### src/rtl/clock_pkg.sv
// Shared types and constants for the clock time-set key path.
package clock_pkg;

  typedef enum logic [1:0] {
    IDLE   = 2'd0,
    HOLD   = 2'd1,
    REPEAT = 2'd2
  } key_st_t;

  localparam int unsigned KEY_HU = 0;
  localparam int unsigned KEY_HD = 1;
  localparam int unsigned KEY_MU = 2;
  localparam int unsigned KEY_MD = 3;
  localparam int unsigned KEY_SU = 4;
  localparam int unsigned KEY_SD = 5;

endpackage

### src/rtl/key_channel.sv
// One key: 2-flop sync, counter debounce, press pulse FSM.
// Auto-repeat (HOLD -> REPEAT timing) is built only when KEY_REPEAT_EN is defined.
module key_channel
  import clock_pkg::*;
#(
  parameter int unsigned DB_CYCLES     = 200,
  parameter int unsigned HOLD_CYCLES   = 5000,
  parameter int unsigned REPEAT_CYCLES = 2000
) (
  input  logic clk,
  input  logic rst_n,
  input  logic key_raw,
  output logic level,
  output logic pulse
);

  localparam int unsigned DbW = $clog2(DB_CYCLES + 1);

  logic [1:0]     sync_q;
  logic           sync;
  logic [DbW-1:0] db_cnt_q, db_cnt_d;
  logic           level_q, level_d;
  logic           pulse_q, pulse_d;
  logic           rise;
  key_st_t        state_q, state_d;

  assign sync = sync_q[1];

  always_comb begin
    db_cnt_d = '0;
    level_d  = level_q;
    if (sync != level_q) begin
      if (db_cnt_q == DbW'(DB_CYCLES - 1)) begin
        level_d = sync;
      end else begin
        db_cnt_d = db_cnt_q + DbW'(1);
      end
    end
  end

  // FSM decisions use level_d so a press pulse coincides with the level rise
  // and a release wins over a terminal count on the same edge.
  assign rise = level_d & ~level_q;

`ifdef KEY_REPEAT_EN
  localparam int unsigned TMax = (HOLD_CYCLES > REPEAT_CYCLES) ? HOLD_CYCLES : REPEAT_CYCLES;
  localparam int unsigned TW   = $clog2(TMax + 1);

  logic [TW-1:0] t_cnt_q, t_cnt_d;
  logic          hold_done, rep_done;

  assign hold_done = (t_cnt_q == TW'(HOLD_CYCLES - 1));
  assign rep_done  = (t_cnt_q == TW'(REPEAT_CYCLES - 1));

  always_comb begin
    state_d = state_q;
    t_cnt_d = t_cnt_q;
    unique case (state_q)
      IDLE: begin
        if (rise) begin
          state_d = HOLD;
          t_cnt_d = '0;
        end
      end
      HOLD: begin
        if (!level_d) begin
          state_d = IDLE;
          t_cnt_d = '0;
        end else if (hold_done) begin
          state_d = REPEAT;
          t_cnt_d = '0;
        end else begin
          t_cnt_d = t_cnt_q + TW'(1);
        end
      end
      REPEAT: begin
        if (!level_d) begin
          state_d = IDLE;
          t_cnt_d = '0;
        end else if (rep_done) begin
          t_cnt_d = '0;
        end else begin
          t_cnt_d = t_cnt_q + TW'(1);
        end
      end
      default: begin
        state_d = IDLE;
        t_cnt_d = '0;
      end
    endcase
  end

  always_comb begin
    pulse_d = 1'b0;
    unique case (state_q)
      IDLE:    pulse_d = rise;
      HOLD:    pulse_d = level_d & hold_done;
      REPEAT:  pulse_d = level_d & rep_done;
      default: pulse_d = 1'b0;
    endcase
  end

  always_ff @(posedge clk or negedge rst_n) begin
    if (!rst_n) begin
      t_cnt_q <= '0;
    end else begin
      t_cnt_q <= t_cnt_d;
    end
  end
`else
  // Timing parameters are accepted but have no effect without auto-repeat.
  logic unused_params;
  assign unused_params = ^{HOLD_CYCLES, REPEAT_CYCLES};

  always_comb begin
    state_d = state_q;
    unique case (state_q)
      IDLE:    if (rise) state_d = HOLD;
      HOLD:    if (!level_d) state_d = IDLE;
      default: state_d = IDLE;
    endcase
  end

  always_comb begin
    pulse_d = 1'b0;
    unique case (state_q)
      IDLE:    pulse_d = rise;
      default: pulse_d = 1'b0;
    endcase
  end
`endif

  always_ff @(posedge clk or negedge rst_n) begin
    if (!rst_n) begin
      state_q <= IDLE;
    end else begin
      state_q <= state_d;
    end
  end

  always_ff @(posedge clk or negedge rst_n) begin
    if (!rst_n) begin
      sync_q   <= '0;
      db_cnt_q <= '0;
      level_q  <= 1'b0;
      pulse_q  <= 1'b0;
    end else begin
      sync_q   <= {sync_q[0], key_raw};
      db_cnt_q <= db_cnt_d;
      level_q  <= level_d;
      pulse_q  <= pulse_d;
    end
  end

  assign level = level_q;
  assign pulse = pulse_q;

endmodule

### src/rtl/key_conditioner.sv
// Conditions the six time-set buttons: one key_channel per key plus KEY_ANY.
// Auto-repeat is enabled by defining KEY_REPEAT_EN.
module key_conditioner
  import clock_pkg::*;
#(
  parameter int unsigned N_KEYS        = 6,
  parameter int unsigned DB_CYCLES     = 200,
  parameter int unsigned HOLD_CYCLES   = 5000,
  parameter int unsigned REPEAT_CYCLES = 2000
) (
  input  logic              CP,
  input  logic              CR,
  input  logic [N_KEYS-1:0] KEY_IN,
  output logic [N_KEYS-1:0] KEY_LEVEL,
  output logic [N_KEYS-1:0] KEY_PULSE,
  output logic              KEY_ANY
);

  for (genvar i = 0; i < N_KEYS; i++) begin : g_key
    key_channel #(
      .DB_CYCLES    (DB_CYCLES),
      .HOLD_CYCLES  (HOLD_CYCLES),
      .REPEAT_CYCLES(REPEAT_CYCLES)
    ) u_channel (
      .clk    (CP),
      .rst_n  (CR),
      .key_raw(KEY_IN[i]),
      .level  (KEY_LEVEL[i]),
      .pulse  (KEY_PULSE[i])
    );
  end

  assign KEY_ANY = |KEY_LEVEL;

endmodule
### config.mk
export PLATFORM = sky130hd
export DESIGN_NAME = key_conditioner
export DESIGN_NICKNAME = d
export VERILOG_FILES = /design/src/rtl/clock_pkg.sv /design/src/rtl/key_channel.sv /design/src/rtl/key_conditioner.sv
export SDC_FILE = /design/constraint.sdc
export NUM_CORES = 1
export LEC_CHECK = 0
export ABC_AREA = 1
export CAP_MARGIN = 5
export CORE_ASPECT_RATIO = 1.2
export CORE_MARGIN = 8
export CORE_UTILIZATION = 25
export DETAILED_ROUTE_END_ITERATION = 6
export DONT_BUFFER_PORTS = 1
export GPL_TIMING_DRIVEN = 1
export HOLD_SLACK_MARGIN = 0.15
export PLACE_DENSITY_LB_ADDON = 0.12
export SYNTH_ARGS = -nofsm -noshare
export SYNTH_HDL_FRONTEND = slang
export SYNTH_SLANG_ARGS = --single-unit
export TNS_END_PERCENT = 5
### constraint.sdc
create_clock -name CP -period 1.7 [get_ports CP]
set_clock_uncertainty 0.2 [all_clocks]
set_input_delay 0.34 -clock CP [delete_from_list [all_inputs] [get_ports CP]]
set_output_delay 0.34 -clock CP [all_outputs]
set_load 0.005 [all_outputs]
Word-level counts from Yosys, hierarchy flattened
Cells that the tools add are included.

Flip-flop bits (word level): 84. Bits of input ports: 8. Output and inout bits: 13. Word-level logic and storage cells: 139.

Add/subtract/negate cells: 6. Equal/unequal tests: 30. Multiplexer cells: 48. Bitwise logic cells: 12. Reduce and logical (&&, ||, !) cells: 13.

Operators by type and width (number): $mux 8 (12); $add 8x1->8 const B (6); $eq 8x8->1 const B (6); $mux 2 (12); $pmux 2 s2 (6); $mux 1 (18); $eq 2x1->1 const B (6); $logic_not 2->1 (6); $ne 2x1->1 const B (6); $ne 2x2->1 const B (6); $reduce_and 2->1 (6); $and 1x1->1 (6); $ne 1x1->1 (6); $not 1->1 (6); $reduce_or 6->1 (1).

Logic depth before layout (Yosys ltp)
Gate-level depths: netlist (run 1).

Depth after elaboration: 6. Depth in mapped cells: 7. Depth with buffers taken out: 7.

Hierarchy
A second synthesis (run 1) with hierarchy kept.

Cell total of the unflattened synthesis: 448. Area, all modules: 3717.3 um^2.

Modules (own cells, without submodules): key_channel (instances 6, cells an instance 74, area each 616.8 um^2, sequential area each 325.3 um^2); key_conditioner (instances 1, cells an instance 4, area each 16.3 um^2, sequential area each 0.0 um^2).

Least setup slack after synthesis (run 1)
OpenSTA, ideal clock, no wires.

Kind: register to output. From: reg g_key[3].u_channel.level_q. To: out KEY_ANY. Arrival: 0.744 ns. Required time: 1.160 ns. Slack: 0.416 ns. Stages on the path, launching flop included: 3. Path buffers: 0. Path through: dfrtp_1 -> nor4_1 -> nand3_1.

Word-level cells in the longest chain between the ends: 1.

RTL lines: from (decl) (RTL line key_channel.sv:22) `logic level_q, level_d;`; from (signal assigned) (RTL line key_channel.sv:150) `level_q <= level_d;`; $reduce_or 6->1 (RTL line key_conditioner.sv:33) `assign KEY_ANY = |KEY_LEVEL;`; to (decl) (RTL line key_conditioner.sv:16) `output logic KEY_ANY`.

No other way between the ends.

Worst setup path after layout (run 1)
Same ends and word-level chain as after synthesis.

==> results.py, run 1 <==
metrics = {
    "drt": {
        "wl_per_cell_microns": 11.4,
        "drt_iter0_markers": 179,
        "drc": 0,
        "vias": 2527,
        "viasPerCell": 4.16,
        "final_antenna_net_count": 0,
        "drtPass1Iterations": 4,
        "drt_wl_total_mm": 6.92,
    },
    "floorplan": {
        "core_sq_um": 13800,
        "die_h_microns": 146,
        "num_rows": 47,
        "fp.dieW_microns": 124,
        "start_util_pct": 25.5,
        "die_area_sq_um": 18200,
        "io_pins": 21,
    },
    "synth": {
        "yosysTopAreaCellShare_pct": 55.3,
        "synth-seq-cells": 78,
        "synth_top_family_by_area": "simple AND/OR/NAND/NOR gates",
        "yosys-top-cells-area": "dfrtp_1, nand2_1, inv_1",
        "avgSynthCellArea_sq_um": 8.34,
        "synth_fp_nets": 437,
        "synthSimpleGateAreaFrac_pct": 26.7,
        "yosysTopAreaCell": "dfrtp_1",
        "netlist_area_sq_um": 3530,
        "synth_cells": 423,
        "post-synth-top-count-cell": "nand2_1",
        "seq_area_frac_synth_pct": 55.3,
        "synth_flop_cell": "dfrtp_1",
        "synth_top_cells_by_count": "nand2_1, dfrtp_1, inv_1, nor2_1, nand3_1",
        "synth-adder-area-share_pct": 2.13,
        "synth_edf_count": 0,
        "ys_warn_count": 0,
        "ys_types": 17,
        "synth_xor_area_share_pct": 1.49,
        "async_flop_share_pct": 100,
        "synthMuxAreaShare_pct": 0,
        "synth_compound_area_share_pct": 4.26,
    },
    "sta": {
        "holdWs_ns": -0.499,
        "period_share_pct": 100,
        "relSlewSlack_pct": 82.8,
        "fmax_ghz": 0.585,
        "slew_violations": 0,
        "period_minus_slack_ns": 1.71,
        "timing.final.ws_setup_ns": -0.00826,
        "worst_pin_slew_ns": 0.257,
        "rsz0062_at_grt": "yes",
        "final-setup-viol-count": 1,
        "finalHoldViolations": 78,
        "setup-tns-final_ns": -0.00826,
    },
    "pwr": {
        "ir_drop_uv": 665,
        "leakagePower_uw": 0.00216,
        "total_power_uw": 4130,
        "p_per_area_nw_per_um2": 1010,
    },
    "clock_network": {
        "clock-sinks": 78,
        "htreeDepth": 3,
        "cts_tree": "built",
        "numCtsBuffers": 9,
        "clock_path_buffers": 2,
        "cts.clk_slew.worst_paths_ns": 0.06,
        "clockRootBuffer": "clkbuf_16",
        "postCtsSetupRepairBufs": 0,
        "holdBufCountCts": 8,
        "clock_latency_ns": 0.34,
    },
    "setup_path": {
        "cp.arrival_ns": 1.17,
        "worstSetupPathType": "flop to output port",
        "required_ns": 1.16,
        "worstSetupEndpointType": "output port",
        "startpoint_type": "flop",
        "cp_max_fo": 2,
    },
    "cells_and_area": {
        "antenna_cells": 0,
        "fin_nets": 446,
        "layout-drive-gt1-share_pct": 8.03,
        "fillers": 1447,
        "syn_to_final_growth_pct": 16.0,
    },
    "place": {
        "dp_hpwl_mm": 4.99,
        "portBuffers": 0,
        "place_congestion": 0.780,
    },
    "grt": {
        "antenna_found_initial": 0,
        "grt-ovfl-total": 0,
        "first_global_vias": 2583,
        "grt_pass1_wl_mm": 12.2,
        "grt_max_degree": 79,
        "grtUsageTotal_pct": 8.34,
    },
    "hold_path": {
        "min_path_type": "input port to asynchronous set/reset pin",
    },
    "outcome": {
        "violations": "hold timing, setup timing",
        "status": "complete, but fails checks",
    },
    "run": {
        "drv_cap": 0,
    },
}
-- critical path, cell delays in order, from the launching register on --
cell and delay, ns:
dfrtp_1 0.40, nor4_4 0.30, nand3_2 0.13
-- final timing paths --
check / depth (start not counted) / start / endpoint / slack, ns
max reg2reg: 6 / g_key[3].u_channel.level / g_key[3].u_channel.db_cnt_q[5] / 0.27
min: 0 / CR / g_key[5].u_channel.db_cnt_q[3] / -0.50
max: 2 / g_key[3].u_channel.level / KEY_ANY / -0.008
max in group asynchronous: 0 / CR / g_key[0].u_channel.level / 1.67
min in group CP: 0 / g_key[3].u_channel.sync_q[0] / g_key[3].u_channel.sync_q[1] / 0.15
min reg2reg: 0 / g_key[3].u_channel.sync_q[0] / g_key[3].u_channel.sync_q[1] / 0.15
-- sequential cells by signal, summed over array words and instances (netlist names) --
register,cells
g_key.u_channel.db_cnt_q,48
g_key.u_channel.level,6
g_key.u_channel.pulse,6
g_key.u_channel.state_q,6
g_key.u_channel.sync_q,12
-- kinds of logic (layout without fill, tap and decap cells) --
kind of cell               Yosys count  in the layout
adders and majority gates            6              6
buffers and inverters               83             96
DFF                                 78             78
xor gates and xnor gates             6              6
and+or+nand+nor                    221            221
AOI/OAI and AO/OA                   29             29
-- layer usage --
metal	up-vias	GRT usage [%]	wire length, microns
met3	7	4.27	426
met4	0	3.56	109
met5	-	0	0
met1	1164	9.48	3110
li1	1317	-	-
met2	39	12.9	3280
-- stage by stage --
step           setup slack, ns  instance area [sq um]  utilization, %  cells
6_report              -0.00826                   4090            29.6    607
5_1_grt                 -0.108                   4090            29.6    607
4_1_cts                -0.0656                   4090            29.6    607
3_5_place_dp             0.152                   3670            26.5    584
3_3_place_gp             0.198                   3670            26.5    584
2_1_floorplan            0.416                   3530               -    423
-- cell type report --
cell class	count	area, sq um	share of cell area (%)
flip-flops and latches	78	1950	47.7
repair buffers	10	95.1	2.32
clock buffers	12	256	6.27
clock inverters	3	67.6	1.65
well taps	171	214	5.23
inverters	71	267	6.51
multi-input cells	262	1240	30.3
-- repair_timing --
item | CTS | global route
hold endpoints to repair | 86 | 78
pin swaps | 1 | 2
gates resized for setup | 4 | 1
setup endpoints to repair | 1 | 1
-- layout by cell type, fill, tap and decap left out --
master / synthesis / layout
a21oi_1: 15 / 15
buf_4: 12 / 2
bufinv_16: 0 / 2
clkbuf_1: 0 / 1
clkbuf_16: 0 / 9
clkbuf_8: 0 / 2
clkinvlp_4: 0 / 1
dfrtp_1: 78 / 76
dfrtp_2: 0 / 2
dlygate4sd3_1: 0 / 8
ha_1: 6 / 6
inv_1: 69 / 69
inv_2: 2 / 2
nand2_1: 90 / 90
nand2_2: 9 / 9
nand3_1: 27 / 26
nand3_2: 0 / 1
nand4_1: 8 / 8
nor2_1: 63 / 63
nor2_2: 4 / 4
nor3_1: 19 / 19
nor4_4: 0 / 1
o21ai_0: 12 / 12
o21bai_1: 2 / 2
xor2_1: 6 / 6
-- where the power goes --
| part | leakage (uW) | internal (uW) | switching, uW |
|---|---|---|---|
| sequential | 0.00104 | 1910 | 31.1 |
| clock | 0.000155 | 1360 | 727 |
| combinational | 0.000963 | 46.3 | 62.7 |
Note: power is estimated with default switching activity, not from simulation.
==> inputs of run 2 (changes only) <==
--- a/config.mk
+++ b/config.mk
@@ -15,6 +15,7 @@
 export GPL_TIMING_DRIVEN = 1
 export HOLD_SLACK_MARGIN = 0.15
 export PLACE_DENSITY_LB_ADDON = 0.12
+export SLEW_MARGIN = 0
 export SYNTH_ARGS = -nofsm -noshare
 export SYNTH_HDL_FRONTEND = slang
 export SYNTH_SLANG_ARGS = --single-unit
==> results of run 2 <==
Same layout as run 1: the final DEF is identical, and so are final timing and power.
